===== config.mk =====
export PLATFORM = sky130hd
export DESIGN_NAME = fetch_unit
export DESIGN_NICKNAME = d
export VERILOG_FILES = /design/src/rtl/fetch_unit.sv
export SDC_FILE = /design/constraint.sdc
export NUM_CORES = 1
export LEC_CHECK = 0
export BUFFER_PORTS_ARGS = -buffer_cell sky130_fd_sc_hd__buf_4
export CAP_MARGIN = 0
export CORE_MARGIN = 2
export CORE_UTILIZATION = 49
export DETAILED_ROUTE_END_ITERATION = 16
export PLACE_DENSITY = 0.76
export SKIP_CTS_REPAIR_TIMING = 1
export SLEW_MARGIN = 10
export SYNTH_ARGS = -nofsm -noshare
export SYNTH_HDL_FRONTEND = slang
export SYNTH_SLANG_ARGS = --single-unit

===== constraint.sdc =====
create_clock -name clk -period 3.89 [get_ports clk]
set_clock_uncertainty 0.05 [all_clocks]
set_input_delay 0.778 -clock clk [delete_from_list [all_inputs] [get_ports clk]]
set_output_delay 0.778 -clock clk [all_outputs]
set_load 0.02 [all_outputs]

===== src/rtl/fetch_unit.sv =====
// Instruction fetch stage: owns the PC, issues 1-cycle-latency memory reads and
// hands {instr, pc} to decode through a 2-entry FIFO with valid/ready.
module fetch_unit #(
    parameter logic [31:0] RESET_PC = 32'h0000_0000
) (
    input  logic        clk,
    input  logic        reset,
    input  logic        redirect_valid,
    input  logic [31:0] redirect_pc,
    output logic        imem_req,
    output logic [31:0] imem_addr,
    input  logic [31:0] imem_rdata,
    output logic        valid_out,
    input  logic        dec_ready,
    output logic [31:0] instr_out,
    output logic [31:0] pc_out
);

    localparam int unsigned XLEN  = 32;
    localparam int unsigned CNT_W = 2;
    localparam int unsigned OCC_W = 3;

    logic [XLEN-1:0]  pc_q, pc_d;
    logic             inflight_q, inflight_d;
    logic [XLEN-1:0]  inflight_pc_q, inflight_pc_d;
    logic             head_q, head_d;
    logic             tail_q, tail_d;
    logic [CNT_W-1:0] count_q, count_d;
    logic [XLEN-1:0]  fifo_instr_q [2];
    logic [XLEN-1:0]  fifo_pc_q    [2];

    logic             pop;
    logic             push;
    logic             issue;
    logic [OCC_W-1:0] occ;
    logic             unused_redirect_lsbs;

    assign unused_redirect_lsbs = ^redirect_pc[1:0];

    // Occupancy after this cycle's pop decides whether a new word fits.
    always_comb begin
        valid_out = !reset && (count_q != CNT_W'(0));
        pop       = valid_out && dec_ready;
        occ       = OCC_W'(count_q) + OCC_W'(inflight_q) - OCC_W'(pop);
        issue     = !reset && !redirect_valid && (occ < OCC_W'(2));
        push      = !reset && !redirect_valid && inflight_q;
        imem_req  = issue;
        imem_addr = reset ? RESET_PC : pc_q;
        instr_out = valid_out ? fifo_instr_q[head_q] : '0;
        pc_out    = valid_out ? fifo_pc_q[head_q]    : '0;
    end

    // Next-state: a redirect flushes the FIFO and drops any in-flight word.
    always_comb begin
        pc_d          = pc_q;
        inflight_d    = issue;
        inflight_pc_d = inflight_pc_q;
        head_d        = head_q;
        tail_d        = tail_q;
        count_d       = count_q;
        if (redirect_valid) begin
            pc_d       = {redirect_pc[XLEN-1:2], 2'b00};
            inflight_d = 1'b0;
            head_d     = 1'b0;
            tail_d     = 1'b0;
            count_d    = '0;
        end else begin
            if (issue) begin
                pc_d          = pc_q + XLEN'(4);
                inflight_pc_d = pc_q;
            end
            if (push) tail_d = ~tail_q;
            if (pop)  head_d = ~head_q;
            count_d = count_q + CNT_W'(push) - CNT_W'(pop);
        end
    end

    always_ff @(posedge clk) begin
        if (reset) begin
            pc_q          <= RESET_PC;
            inflight_q    <= 1'b0;
            inflight_pc_q <= RESET_PC;
            head_q        <= 1'b0;
            tail_q        <= 1'b0;
            count_q       <= '0;
        end else begin
            pc_q          <= pc_d;
            inflight_q    <= inflight_d;
            inflight_pc_q <= inflight_pc_d;
            head_q        <= head_d;
            tail_q        <= tail_d;
            count_q       <= count_d;
        end
    end

    // FIFO storage needs no reset; count gates visibility.
    always_ff @(posedge clk) begin
        if (push) begin
            fifo_instr_q[tail_q] <= imem_rdata;
            fifo_pc_q[tail_q]    <= inflight_pc_q;
        end
    end

endmodule


==> run metrics <==
Max Slew Vio Count 0; Synth area leaders edfxtp_1 47%, dfxtp_1 17%, mux2i_1 7.8%, nand2_1 3.8%, nor2_1 3.7%; pre-CTS WS 225 ps; Worst slew margin 28.5%; core area 15800 um2; GR Layer Usage met1 25.7%; maxcap violations 0; Final Hold Viols 0; static leakage 3.52 nW; Setup TNS 0 ps; Worst-Skew Late Latency 430 ps; critical path buffer and inverter count 3; ys flop type edfxtp_1; overall routed net length 17.1 mm; residual DRC count 0; critical path cell sequence nor2_1 -> or2_2 -> inv_1 -> nand2_1 -> xnor2_1 -> nand2_1 -> fa_1 -> xnor2_1 -> nand3_2 -> inv_1 -> buf_4; area grow syn2layout 25.9%; first-pass GRT wire length 27.4 mm; number of cells after detailed placement 1024; met2 GRT Util 33.0%; port bufs 159; Max clock buf depth 2; crit path kind flip-flop to output port; initial antenna violation count 0; kind of start point of the critical path flip-flop; root buf cell clkbuf_16; critical path required time 3060 ps; Ant. Diodes 0; slowest CP cell dfxtp_1; CP peak stage delay 450 ps; vias 5731; Initial Utilization 50.0%; global routing's busiest layer met2; area occupied by multi-input gates 2660 um2; #FFs+latches synth 190; Post-synth ARST share 0%; Worst Setup End Kind output port; cell taking the most area after synthesis edfxtp_1; Yosys cell types 47; Hold Slack 406 ps; status finished, final reports clean; worst-margin pin slew 1070 ps; Post-Synth XOR/XNOR Area 1.99%; # IOs 166; Synth top area share 47.0%; mux share of post-synthesis cell area 7.98%; Final Non-Filler Cells 1056; FF+latch area 5050 um2; fin worst setup slack 258 ps; largest family of logic cells by synthesized area simple AND/OR/NAND/NOR gates; Seq/Total Area, Yosys 63.7%; Layout Utilization 63.0%; Synth Cell Area 7920 um2; Post-DP Area 9310 um2; total gr overflow 0; GRT Total Usage 19.9%; TritonCTS clock tree done; setup violators final 0; WL per Instance 16.2 um; Compound-Gate Fraction of Synth Area 7.44%; pin count of the biggest net entering global routing 96; met3 global-route usage 3.97%; Die Area 17200 um2; post-route minimum period 3630 ps; Die Width 131 um; Adder-Cell Fraction of Synth Area 0.569%; Peak VDD IR 0.314 mV; Placer Congestion 0.858; Pre-antenna DRT Iters 6; Max FO, Critical Path 6; DRT iter0 DRCs 306; num rows 46; Final Instance Area 9970 um2; total power 4.41 mW; Die Ht 131 um; Ys Warns 0; commonest cells in the synthesized netlist 124 x edfxtp_1, 81 x nand2_1, 78 x nor2_1; CP arrival 2800 ps; hold crit path type flip-flop to flip-flop; Filler Cell Count 1222; RSZ-0062 raised after global routing no; H-tree depth reported by CTS 4; Mapped Cells 686; Routed Antenna Nets 0; Post-Synth Simple-Gate Area 15.2%; Post-synth EDFFs 124; cell family with most CP delay simple AND/OR/NAND/NOR gates; cts bufs inserted 17; CTS clk-pin slew, worst paths 70 ps; vias in the first global route 5406; most common cell in the netlist edfxtp_1; layout cell share with drive strength beyond 1 24.6%; clock sink count 190; DP Wirelength 11.3 mm; NumNets Final 898; max frequency 275 MHz; fin crit share 93.4%; Syn Area/Cell 11.5 um2; vias per std cell 5.43; power density over the cells 442 nW/um2
==> layout by cell type, fill, tap and decap left out, drive strengths merged, types with 5 or more instances in the layout <==
cell type / Yosys / layout
o21ai: 7 / 7
o22ai: 7 / 7
nor2: 78 / 78
nand2: 81 / 81
clkinv: 1 / 5
edfxtp: 124 / 124
mux2i: 62 / 62
a211oi: 6 / 6
a31oi: 11 / 11
and4: 5 / 5
nor2b: 29 / 29
xnor2: 11 / 11
xor2: 7 / 7
o311ai: 6 / 6
and2: 6 / 6
dfxtp: 66 / 66
nor4: 15 / 15
clkbuf: 33 / 21
inv: 5 / 7
buf: 17 / 169
a21oi: 50 / 50
nand3: 13 / 13
nand4: 8 / 8
==> logic make-up after synthesis <==
logic type                 after synthesis
AOI/OAI and AO/OA                       99
xor gates and xnor gates                18
adders and majority gates                3
buffers and inverters                   56
DFF                                    190
muxes                                   63
other                                    1
and+or+nand+nor                        256
==> worst reg2reg max path: stages (launching register included) <==
cell	delay, ps
dfxtp_1	450
nor2_1	80
or2_2	280
inv_1	80
nand2_1	170
xnor2_1	190
nand2_1	90
fa_1	390
xnor2_1	230
nand3_2	150
buf_4	290
nor4_1	430
nand3b_1	170
a31oi_1	110
==> report_power, final <==
part           switching (mW)  leakage (nW)  internal [mW]
combinational           0.140          1.57          0.118
sequential             0.0529          1.62           2.19
clock                   0.734         0.322           1.18
total                   0.927          3.52           3.48
==> registers in the layout, indices dropped and copies added (netlist names), named ones only <==
register and cells:
inflight_pc_q 30, pc_q 30, tail_q 1, fifo_instr_q 64, fifo_pc_q 60, head_q 1
inflight_q 1, count_q 2
==> final cells by class <==
| cell class | count | area share [%] |
|---|---|---|
| clock inverters | 11 | 1.76 |
| flip-flops and latches | 190 | 50.6 |
| multi-input cells | 443 | 26.6 |
| inverters | 6 | 0.226 |
| repair buffers | 169 | 13.1 |
| well taps | 216 | 2.71 |
| clock buffers | 21 | 4.94 |
==> final timing paths <==
| kind | cells past startpoint | slack, ps | endpoint | from |
|---|---|---|---|---|
| min | 0 | 410 | fifo_pc_q[1][12]$_DFFE_PP_ | inflight_pc_q[12]$_SDFFE_PP0P_ |
| min reg2reg | 0 | 410 | fifo_pc_q[1][12]$_DFFE_PP_ | inflight_pc_q[12]$_SDFFE_PP0P_ |
| max reg2reg | 13 | 590 | pc_q[14]$_SDFFE_PP0P_ | count_q[1]$_SDFF_PP0_ |
| max | 11 | 260 | imem_req | count_q[1]$_SDFF_PP0_ |
==> per-layer routing <==
layer / vias up / wire length, um
li1: 2747 / -
met1: 2702 / 7210
met2: 248 / 8350
met3: 34 / 1220
met4: 0 / 364
met5: - / 0
(Power assumes the default switching activity.)
